## config.mk

```make
export PLATFORM = sky130hd
export DESIGN_NAME = snitch_icache_data_ctrl
export DESIGN_NICKNAME = d
export VERILOG_FILES = /design/src/rtl/snitch_icache_data_ctrl.sv
export SDC_FILE = /design/constraint.sdc
export NUM_CORES = 1
export LEC_CHECK = 0
export BUFFER_PORTS_ARGS = -buffer_cell sky130_fd_sc_hd__clkbuf_2
export CORE_AREA = 4 4 367 369
export CTS_BUF_LIST = sky130_fd_sc_hd__clkbuf_4 sky130_fd_sc_hd__clkbuf_8
export CTS_CLUSTER_SIZE = 16
export DETAILED_ROUTE_END_ITERATION = 10
export DIE_AREA = 0 0 371 373
export GPL_TIMING_DRIVEN = 1
export PLACE_DENSITY = 0.44
export SYNTH_ARGS = -nofsm -noshare
export SYNTH_HDL_FRONTEND = slang
export SYNTH_SLANG_ARGS = --single-unit
```

## constraint.sdc

```tcl
create_clock -name clk_i -period 6.2 [get_ports clk_i]
set_input_delay 1.24 -clock clk_i [delete_from_list [all_inputs] [get_ports clk_i]]
set_output_delay 1.24 -clock clk_i [all_outputs]
set_load 0.01 [all_outputs]
```

## src/rtl/snitch_icache_data_ctrl.sv

```systemverilog
// Instruction-cache data array controller.
// Shares one array port between refill writes and lookup reads, with writes
// always taking priority. A granted read is issued to the hit way only. The
// SRAM returns data one cycle later and does not hold it, so it is captured
// in that cycle. The hit way's line then passes through a 2-entry response
// buffer to the consumer. A credit count bounds reads in flight plus buffered
// responses to two, so the buffer can never overflow and needs no full stall.

// Per-way read-data gate: passes a way's line only if that way was selected.
module snitch_icache_data_way_sel #(
    parameter int unsigned LINE_WIDTH = 128
) (
    input  logic                  sel,
    input  logic [LINE_WIDTH-1:0] rdata,
    output logic [LINE_WIDTH-1:0] masked
);

    // Zero the line unless this way was the captured hit way.
    always_comb begin
        masked = sel ? rdata : '0;
    end

endmodule

module snitch_icache_data_ctrl #(
    parameter int unsigned  WAY_COUNT   = 4,
    parameter int unsigned  LINE_COUNT  = 128,
    parameter int unsigned  LINE_WIDTH  = 128,
    parameter int unsigned  ID_WIDTH    = 4,
    localparam int unsigned COUNT_ALIGN = $clog2(LINE_COUNT)
) (
    input  logic                                 clk_i,
    input  logic                                 rst_ni,

    input  logic [COUNT_ALIGN-1:0]               lookup_addr_i,
    input  logic [WAY_COUNT-1:0]                 lookup_way_i,
    input  logic [ID_WIDTH-1:0]                  lookup_id_i,
    input  logic                                 lookup_valid_i,
    output logic                                 lookup_ready_o,

    input  logic [COUNT_ALIGN-1:0]               write_addr_i,
    input  logic [WAY_COUNT-1:0]                 write_way_i,
    input  logic [LINE_WIDTH-1:0]                write_data_i,
    input  logic                                 write_valid_i,
    output logic                                 write_ready_o,

    output logic [LINE_WIDTH-1:0]                rsp_data_o,
    output logic [ID_WIDTH-1:0]                  rsp_id_o,
    output logic                                 rsp_valid_o,
    input  logic                                 rsp_ready_i,

    output logic [WAY_COUNT-1:0]                 ram_enable_o,
    output logic                                 ram_write_o,
    output logic [COUNT_ALIGN-1:0]               ram_addr_o,
    output logic [LINE_WIDTH-1:0]                ram_wdata_o,
    input  logic [WAY_COUNT-1:0][LINE_WIDTH-1:0] ram_rdata_i
);

    // ------------------------------------------------------------------
    // Handshake and credit accounting
    // ------------------------------------------------------------------
    logic                  lookup_fire;
    logic                  pop;
    logic                  push;
    logic [2:0]            credit;

    // Read issued last cycle; its data is on ram_rdata_i this cycle.
    logic                  inflight_q;
    logic [WAY_COUNT-1:0]  way_q;
    logic [ID_WIDTH-1:0]   id_q;

    // Two-entry response buffer: slot 0 is the head driven onto rsp_*.
    logic [1:0]            occ_q;
    logic [LINE_WIDTH-1:0] head_data_q;
    logic [ID_WIDTH-1:0]   head_id_q;
    logic [LINE_WIDTH-1:0] tail_data_q;
    logic [ID_WIDTH-1:0]   tail_id_q;

    // Line of the captured hit way (all-zero for an empty way mask).
    logic [WAY_COUNT-1:0][LINE_WIDTH-1:0] masked;
    logic [LINE_WIDTH-1:0]                sel_data;

    assign write_ready_o = 1'b1;
    assign rsp_valid_o   = (occ_q != 2'd0);
    assign rsp_data_o    = head_data_q;
    assign rsp_id_o      = head_id_q;

    assign pop  = rsp_valid_o & rsp_ready_i;
    assign push = inflight_q;

    // Buffered + in-flight, less the response that leaves this cycle. A pop
    // needs occ_q >= 1, so the subtraction never wraps.
    assign credit = {1'b0, occ_q} + {2'b00, inflight_q} - {2'b00, pop};

    // A new read needs a guaranteed buffer slot and a free array port.
    assign lookup_ready_o = !write_valid_i && (credit < 3'd2);
    assign lookup_fire    = lookup_valid_i & lookup_ready_o;

    // ------------------------------------------------------------------
    // Array port: the SRAM registers these, so they stay combinational
    // ------------------------------------------------------------------
    // Refill has priority. A lookup is granted only in a cycle with no write.
    always_comb begin
        ram_enable_o = '0;
        ram_write_o  = 1'b0;
        ram_addr_o   = lookup_addr_i;
        ram_wdata_o  = write_data_i;
        if (write_valid_i) begin
            ram_enable_o = write_way_i;
            ram_write_o  = 1'b1;
            ram_addr_o   = write_addr_i;
        end else if (lookup_fire) begin
            ram_enable_o = lookup_way_i;
        end
    end

    // ------------------------------------------------------------------
    // Issue stage: remember which way and ID the outstanding read belongs to
    // ------------------------------------------------------------------
    // The in-flight flag follows the fire strobe. Way and ID are kept only on fire.
    always_ff @(posedge clk_i or negedge rst_ni) begin
        if (!rst_ni) begin
            inflight_q <= 1'b0;
            way_q      <= '0;
            id_q       <= '0;
        end else begin
            inflight_q <= lookup_fire;
            if (lookup_fire) begin
                way_q <= lookup_way_i;
                id_q  <= lookup_id_i;
            end
        end
    end

    // ------------------------------------------------------------------
    // Capture stage: gate each way, then OR the ways together
    // ------------------------------------------------------------------
    for (genvar w = 0; w < WAY_COUNT; w++) begin : g_way
        snitch_icache_data_way_sel #(
            .LINE_WIDTH (LINE_WIDTH)
        ) i_way_sel (
            .sel    (way_q[w]),
            .rdata  (ram_rdata_i[w]),
            .masked (masked[w])
        );
    end

    // OR-reduce the gated ways. At most one way is non-zero for a onehot0 mask.
    always_comb begin
        sel_data = '0;
        for (int w = 0; w < WAY_COUNT; w++) begin
            sel_data = sel_data | masked[w];
        end
    end

    // ------------------------------------------------------------------
    // Response buffer
    // ------------------------------------------------------------------
    // Push the captured line and pop on the consumer handshake. Credits rule
    // out a push into a full buffer without a simultaneous pop.
    always_ff @(posedge clk_i or negedge rst_ni) begin
        if (!rst_ni) begin
            occ_q       <= 2'd0;
            head_data_q <= '0;
            head_id_q   <= '0;
            tail_data_q <= '0;
            tail_id_q   <= '0;
        end else begin
            unique case ({push, pop})
                2'b10: begin
                    if (occ_q == 2'd0) begin
                        head_data_q <= sel_data;
                        head_id_q   <= id_q;
                    end else begin
                        tail_data_q <= sel_data;
                        tail_id_q   <= id_q;
                    end
                    occ_q <= occ_q + 2'd1;
                end
                2'b01: begin
                    head_data_q <= tail_data_q;
                    head_id_q   <= tail_id_q;
                    occ_q       <= occ_q - 2'd1;
                end
                2'b11: begin
                    if (occ_q == 2'd1) begin
                        head_data_q <= sel_data;
                        head_id_q   <= id_q;
                    end else begin
                        head_data_q <= tail_data_q;
                        head_id_q   <= tail_id_q;
                        tail_data_q <= sel_data;
                        tail_id_q   <= id_q;
                    end
                end
                default: begin
                end
            endcase
        end
    end

endmodule

```

After elaboration in Yosys (flattened, before gate mapping). Cells that the tools add are included.

Word-level logic and storage cells: 55. Output and inout port bits: 275. Input bits: 671. Register bits after elaboration: 275.

$lt $le $gt $ge: 1. Muxes and demuxes: 21. Add/sub/neg operators: 4. Equal/unequal tests: 7. Reduce and logical (&&, ||, !) cells: 9. Bitwise operators: 5.

Operators by type and width (number): $mux 128 (8); $or 128x128->128 (3); $pmux 128 s3 (1); $pmux 128 s2 (1); $mux 4 (6); $pmux 4 s3 (1); $pmux 4 s2 (1); $mux 7 (1); $ne 2x2->1 const B (3); $reduce_bool 2->1 (3); $eq 2x1->1 const B (2); $eq 2x2->1 const B (2); $pmux 2 s2 (1); $add 2x1->3 (1); $lt 3x2->1 const B (1); $reduce_and 3->1 (1); $reduce_bool 3->1 (1); $sub 3x1->3 (1); $add 2x1->2 const B (1); $and 1x1->1 (2); $logic_not 2->1 (1); $reduce_and 2->1 (1); $sub 2x1->2 const B (1); $logic_and 1x1->1 (1); other kinds (2) (2).

Depth between registers and ports, before layout. Gate-level depths: netlist of run 1.

Depth after elaboration: 8. Depth in mapped cells: 15.

Cells and area by module. A second synthesis of run 1 with hierarchy kept.

Cell total of the unflattened synthesis: 2071. Area, all modules: 19014.5 µm².

Modules (own cells, without submodules): snitch_icache_data_ctrl (seq. area each 6881.6 µm², cells an instance 1503, times used 1, area each 15060.7 µm²); snitch_icache_data_way_sel (seq. area each 0.0 µm², cells an instance 142, times used 4, area each 988.4 µm²).

Least setup slack after synthesis of run 1. Ideal clock, no wire load.

Path kind: input -> output. Start: in rsp_ready_i. End: out ram_enable_o[0]. Arrival: 3394 ps. Cell stages on the path: 10. Slack: 1566 ps. Required time: 4960 ps. Cell sequence: buf_2 -> nand2b_4 -> buf_6 -> nor2_1 -> o21ai_0 -> fa_1 -> xor2_1 -> nor4bb_1 -> buf_4 -> a22o_1.

Word-level cells in the longest chain between the ends: 7.

Ends and longest elaborated chain: from (decl) (line 50) `input logic rsp_ready_i,`; $and 1x1->1 (line 88) `assign pop = rsp_valid_o & rsp_ready_i;`; $sub 3x1->3 (line 93) `assign credit = {1'b0, occ_q} + {2'b00, inflight_q} - {2'b00, pop};`; $lt 3x2->1 (line 96) `assign lookup_ready_o = !write_valid_i && (credit < 3'd2);`; $logic_and 1x1->1 (line 96); $and 1x1->1 (line 97) `assign lookup_fire = lookup_valid_i & lookup_ready_o;`; named net lookup_fire (line 62) `logic lookup_fire;`; $mux 4 (line 112) `end else if (lookup_fire) begin`; $mux 4 (line 108) `if (write_valid_i) begin`; to (decl) (line 52) `output logic [WAY_COUNT-1:0] ram_enable_o,`.

The timed path passes the listed nets, and every way through them passes these cells.

Worst setup path after layout of run 1.
Start: reg occ_q[0]. End: out ram_enable_o[1].

Word-level cells in the longest chain between the ends: 8. Elaborated cells on any way between the ends: 9. Classes of those cells: 2 x add/sub; 1 x order compare; 2 x mux; 2 x bitwise; 2 x reduce/logical.

Ends and longest elaborated chain: from (decl) (line 73) `logic [1:0] occ_q;`; from (signal assigned) (line 178) `occ_q <= occ_q + 2'd1;`; from (signal assigned) (line 183) `occ_q <= occ_q - 2'd1;`; parallel branches: the longest is 2 deep, another holds $add 2x1->3; $sub 3x1->3 (*) (line 93); $lt 3x2->1 (*) (line 96); $logic_and 1x1->1 (*) (line 96); $and 1x1->1 (*) (line 97); $mux 4 (*) (line 112); $mux 4 (*) (line 108).

Every way passes the cells marked *.

==> results of run 1 <==
==> state kept, by name, summed over array words and instances (netlist names) <==
signal and cells:
tail_id_q 4, way_q 4, inflight_q 1, id_q 4
rsp_data_o 128, tail_data_q 128, occ_q 2, rsp_id_o 4
==> cells in the mapped netlist (63+ instances only) <==
cell,instances
a221o_1,63
a221oi_1,69
a22o_1,73
a22oi_1,118
and3_1,69
buf_4,139
clkbuf_1,144
dfrtp_1,275
inv_1,73
mux2_2,78
mux2i_1,74
nand2_1,130
nor2b_1,71
o2111ai_1,69
o211ai_1,69
o21ai_0,71
==> report_power, final <==
group	total (µW)	switching, µW	internal [µW]	leakage, µW
clock	2200	917	1280	0.000686
combinational	5890	3430	2450	0.00671
sequential	3590	880	2710	0.00323
==> path summary, 6_finish.rpt <==
check                                              from                           to  slack, ps  cells after the start
setup / recovery                   occ_q[0]$_DFFE_PN0P_              ram_enable_o[1]        860                     12
hold / removal             tail_data_q[110]$_DFFE_PN0P_  rsp_data_o[110]$_DFFE_PN0P_        520                      1
setup reg to reg                   occ_q[0]$_DFFE_PN0P_          id_q[1]$_DFFE_PN0N_       2570                     11
hold reg to reg            tail_data_q[110]$_DFFE_PN0P_  rsp_data_o[110]$_DFFE_PN0P_        520                      1
max in group asynchronous                        rst_ni   rsp_data_o[91]$_DFFE_PN0P_       4410                      2
min in group asynchronous                        rst_ni   rsp_data_o[62]$_DFFE_PN0P_        540                      1
==> cell usage in the layout (no fill, tap or decap), types with 63 or more instances in the layout <==
cell type,instances
clkbuf_8,75
and3_1,69
o21ai_0,71
clkbuf_2,687
dfrtp_1,270
nor2b_1,70
a221o_1,63
o2111ai_1,69
a221oi_1,69
o211ai_1,69
nand2_1,130
mux2_2,78
a22oi_1,118
mux2i_1,74
a22o_1,73
inv_1,73
==> cell type report <==
cell class	count	area [µm²]	area share, %
multi-input cells	1216	9155	38.81
repair buffers	718	3766	15.97
flip-flops and latches	275	6900	29.26
inverters	74	277.8	1.178
clock inverters	8	98.84	0.4191
clock buffers	96	1190	5.045
diodes	1	2.502	0.01061
well taps	1755	2196	9.310
==> kinds of logic (layout without fill, tap and decap cells) <==
| kind of cell | Yosys count | in the layout | synth area share [%] |
|---|---|---|---|
| DFF | 275 | 275 | 38.03 |
| and+or+nand+nor | 514 | 514 | 16.81 |
| AOI/OAI and AO/OA | 541 | 541 | 23.96 |
| adders and majority gates | 5 | 5 | 0.3872 |
| buffers and inverters | 407 | 896 | 11.70 |
| muxes | 152 | 152 | 8.946 |
| other | 1 | 2 | 0.02072 |
| xor gates and xnor gates | 3 | 3 | 0.1452 |
==> critical path, stage by stage, from the launching register on <==
cell,delay [ps]
dfrtp_1,430
inv_1,140
ha_4,560
nand2b_4,310
inv_2,230
nor2_1,180
o21ai_0,130
fa_1,430
xor2_1,180
nor4bb_2,300
buf_4,260
a22o_1,150
clkbuf_2,130
==> layer usage <==
metal | GRT usage, % | share of wire [%] | up-vias
li1 | - | - | 7996
met1 | 12.87 | 41 | 8335
met2 | 17.38 | 48 | 638
met3 | 2.348 | 6.8 | 149
met4 | 4.418 | 3.9 | 0
met5 | 0 | 0 | -
==> metrics by stage <==
step	instances	utilization (%)	total power, µW	setup WS, ps
2_1_floorplan	1898	-	7423	1566
4_1_cts	4142	17.99	11920	631.8
6_report	4143	17.99	11680	863.0
3_3_place_gp	4038	17.00	9529	1427
5_1_grt	4143	17.99	12650	447.7
3_5_place_dp	4038	17.00	9614	1379
==> flow_summary.json, run 1 <==
{
  "cts-resized-gates": 0,
  "maxSlewViolCount": 0,
  "die_area_um2": 138400,
  "clk_pin_slew_worst_paths_ps": 60,
  "vias": 17120,
  "overflow": 0,
  "synth.area.top_cells": "dfrtp_1, buf_4, a22oi_1",
  "cap_violations": 0,
  "first_pass_iters": 5,
  "wirelength_mm": 76.42,
  "pwr_density_cell_nw_per_um2": 495.3,
  "grtUsageTotal_pct": 10.42,
  "synth_ff_type": "dfrtp_1",
  "cts_made_buffers": 56,
  "numPortBuffers": 688,
  "grt_pass1_wl_mm": 111.8,
  "dieHeight_um": 373,
  "fillers": 14730,
  "end_kind": "output port",
  "drive_gt1_share_pct": 40.89,
  "antenna_found_initial": 3,
  "cts_sinks": 275,
  "setup_viol": 0,
  "grt_pass1_vias": 17150,
  "areaGrowthSynthToFinish_pct": 30.33,
  "min_path_type": "reg -> reg",
  "vdd_ir_drop_max_v": 0.0003962,
  "ctsLongestPathBuffers": 3,
  "tightest_slew_ps": 972.7,
  "syn_area_um2": 18100,
  "synth_top_area_cell": "dfrtp_1",
  "ys_ff_latch": 275,
  "setup_tns_ps": 0,
  "worstSetupPathType": "reg -> out",
  "placed_area_um2": 22300,
  "start_util_pct": 13.80,
  "fp.dieW_um": 371,
  "core_area_um2": 131100,
  "min_period_ps": 5337,
  "relSlewSlack_pct": 35.15,
  "vias_per_cell": 4.132,
  "synth_top_area_share_pct": 38.03,
  "synth_edf_count": 0,
  "status": "finished, final reports clean",
  "cp.required_ps": 4960,
  "synth-async-reset-ratio_pct": 100.0,
  "avgSynthCellArea_um2": 9.535,
  "gp_congestion": 0.8049,
  "fmax_mhz": 187.4,
  "grt_start_max_net_pins": 144,
  "fin_skew_ps": 16.51,
  "design_area_um2": 23590,
  "clock_latency_ps": 670,
  "root_buffer": "clkbuf_8",
  "drc": 0,
  "fp-row-count": 133,
  "rsz0062_at_grt": "false",
  "finalHoldViolations": 0,
  "cp.arrival_ps": 4100,
  "postCtsSetupBuffers": 0,
  "hold_slack_ps": 520.1,
  "h-tree-depth": 2,
  "cts_tree": "yes",
  "hpwl_mm": 53.82,
  "critical_path.startpoint_type": "register",
  "synthCells": 1898,
  "drt_iter0_markers": 1109,
  "wire_per_inst_um": 18.44,
  "num_io_pins": 946,
  "hold_buffers": 0,
  "nets": 3017,
  "ys_seq_area_share_pct": 38.03,
  "critPathMaxFanout": 50,
  "p_leak_uw": 0.01063,
  "synthesis.nets": 2574,
  "ys_types": 40,
  "yosysWarnings": 0,
  "ant_nets": 0,
  "finalCritPeriodShare_pct": 86.08
}
No activity file was read; power rests on OpenSTA's default activity.
==> run 2, diff against run 1 <==
--- a/config.mk
+++ b/config.mk
@@ -6,11 +6,11 @@
 export NUM_CORES = 1
 export LEC_CHECK = 0
 export BUFFER_PORTS_ARGS = -buffer_cell sky130_fd_sc_hd__clkbuf_2
-export CORE_AREA = 4 4 367 369
+export CORE_AREA = 2 2 365 367
 export CTS_BUF_LIST = sky130_fd_sc_hd__clkbuf_4 sky130_fd_sc_hd__clkbuf_8
 export CTS_CLUSTER_SIZE = 16
 export DETAILED_ROUTE_END_ITERATION = 10
-export DIE_AREA = 0 0 371 373
+export DIE_AREA = 0 0 367 369
 export GPL_TIMING_DRIVEN = 1
 export PLACE_DENSITY = 0.44
 export SYNTH_ARGS = -nofsm -noshare
==> run 2 against run 1 <==
Net effect:
- wire length down 2.3%
- clock power about the same
- non-clock buffer count up 3
- global-route usage up 0.12 points
- fmax up 9.2%
- utilization about the same
- first-iteration DRC count down 2.8%
- critical path type unchanged
==> flow_summary.json, run 2 (synthesized netlist as in run 1, its figures left out) <==
{
  "regArea_um2": 6900,
  "antenna_found_initial": 4,
  "dp_worst_setup_slack_ps": 1504,
  "wire_per_inst_um": 18.00,
  "num_io_pins": 946,
  "vias_per_cell": 4.165,
  "max_stage_delay_ps": 460,
  "finalNonFillerCells": 4149,
  "min_path_type": "in -> async",
  "areaGrowthSynthToFinish_pct": 30.43,
  "fp.dieW_um": 367,
  "p_leak_uw": 0.01066,
  "drive_gt1_share_pct": 41.04,
  "finalCritPeriodShare_pct": 78.84,
  "cp.arrival_ps": 3650,
  "placedCellCount": 4041,
  "fp-row-count": 133,
  "die_area_um2": 135400,
  "grt_start_max_net_pins": 143,
  "drt_iter0_markers": 1078,
  "cts_made_buffers": 57,
  "multi_input_area_um2": 9155,
  "vdd_ir_drop_max_v": 0.0002945,
  "cts_sinks": 275,
  "h-tree-depth": 2,
  "cts_tree": "yes",
  "overflow": 0,
  "final_cell_mix": "clkbuf_2, dfrtp_1, nand2_1",
  "grtUsageTotal_pct": 10.54,
  "drc": 0,
  "path_cells": "inv_1 > ha_4 > nand2b_4 > inv_2 > nor2_1 > o21ai_0 > fa_1 > xor2_1 > nor4bb_2 > buf_4 > a22o_1 > clkbuf_2",
  "fillers": 14760,
  "dieHeight_um": 369,
  "gp_congestion": 0.7811,
  "pwr_density_cell_nw_per_um2": 496.5,
  "tightest_slew_ps": 1058,
  "status": "finished, final reports clean",
  "fmax_mhz": 204.6,
  "finalHoldViolations": 0,
  "setup_tns_ps": 0,
  "relSlewSlack_pct": 29.45,
  "clock_latency_ps": 670,
  "hold_buffers": 0,
  "postCtsSetupBuffers": 0,
  "grt_pass1_vias": 17360,
  "numPortBuffers": 688,
  "end_kind": "output port",
  "cp_slowest_cell": "fa_1",
  "start_util_pct": 13.80,
  "setup_slack_ps": 1312,
  "cts-resized-gates": 0,
  "clk_pin_slew_worst_paths_ps": 60,
  "ant_nets": 0,
  "rsz0062_at_grt": "false",
  "ctsLongestPathBuffers": 3,
  "cap_violations": 0,
  "nets": 3021,
  "maxSlewViolCount": 0,
  "min_period_ps": 4888,
  "wirelength_mm": 74.67,
  "cp.required_ps": 4960,
  "worstSetupPathType": "reg -> out",
  "vias": 17280,
  "setup_viol": 0,
  "core_area_um2": 131100,
  "critPathMaxFanout": 17,
  "fin_skew_ps": 11.06,
  "root_buffer": "clkbuf_8",
  "final_common_cell": "clkbuf_2",
  "first_pass_iters": 4,
  "hold_slack_ps": 437.4,
  "critical_path.startpoint_type": "register",
  "hpwl_mm": 52.67,
  "post-route-util_pct": 18.00,
  "grt_pass1_wl_mm": 110.9
}
run 2: final timing paths:
kind                                        startpoint                    endpoint  cells past startpoint  slack [ps]
setup / recovery                  occ_q[1]$_DFFE_PN0P_             ram_enable_o[0]                     12        1310
hold / removal                                  rst_ni  rsp_data_o[52]$_DFFE_PN0P_                      1         440
setup reg to reg                  occ_q[1]$_DFFE_PN0P_  rsp_data_o[67]$_DFFE_PN0P_                      9        2910
hold reg to reg            tail_data_q[88]$_DFFE_PN0P_  rsp_data_o[88]$_DFFE_PN0P_                      1         530
max in group asynchronous                       rst_ni  rsp_data_o[95]$_DFFE_PN0P_                      2        4560
min in group clk_i         tail_data_q[88]$_DFFE_PN0P_  rsp_data_o[88]$_DFFE_PN0P_                      1         530
run 2: through the flow:
stage	power, µW	area [µm²]
final	11720	23600
after global routing	12690	23600
after CTS	11950	23600
after detailed placement	9654	22310
after global placement	9570	22310
after floorplan	7423	18100
run 2: power breakdown:
group | internal [µW] | switching (µW)
Combinational | 2460 | 3560
Sequential | 2720 | 793
Clock | 1280 | 909
Total | 6460 | 5260
run 2: area by class of cell:
| class | instances | share of cell area (%) |
|---|---|---|
| timing repair buffer | 721 | 16.00 |
| clock inverter | 12 | 0.4824 |
| sequential | 275 | 29.23 |
| clock buffer | 95 | 5.009 |
| tap | 1755 | 9.303 |
| antenna | 1 | 0.01060 |
| multi-input combinational | 1216 | 38.79 |
| inverter | 74 | 1.177 |
run 2: critical path: cells and delay by family, from the launching register on:
kind | cells | cell delay [ps]
fa+ha+maj | 2 | 730
simple gates | 3 | 700
buf+inv | 4 | 660
flops | 1 | 440
compound gates | 2 | 260
xor+xnor | 1 | 180
run 2: per-layer routing:
layer	up-vias	wire length (µm)	GRT usage [%]
met4	2	3201	5.052
met2	638	35470	17.29
met5	-	13	0
met3	170	4980	2.510
met1	8455	31010	12.93
li1	8016	-	-
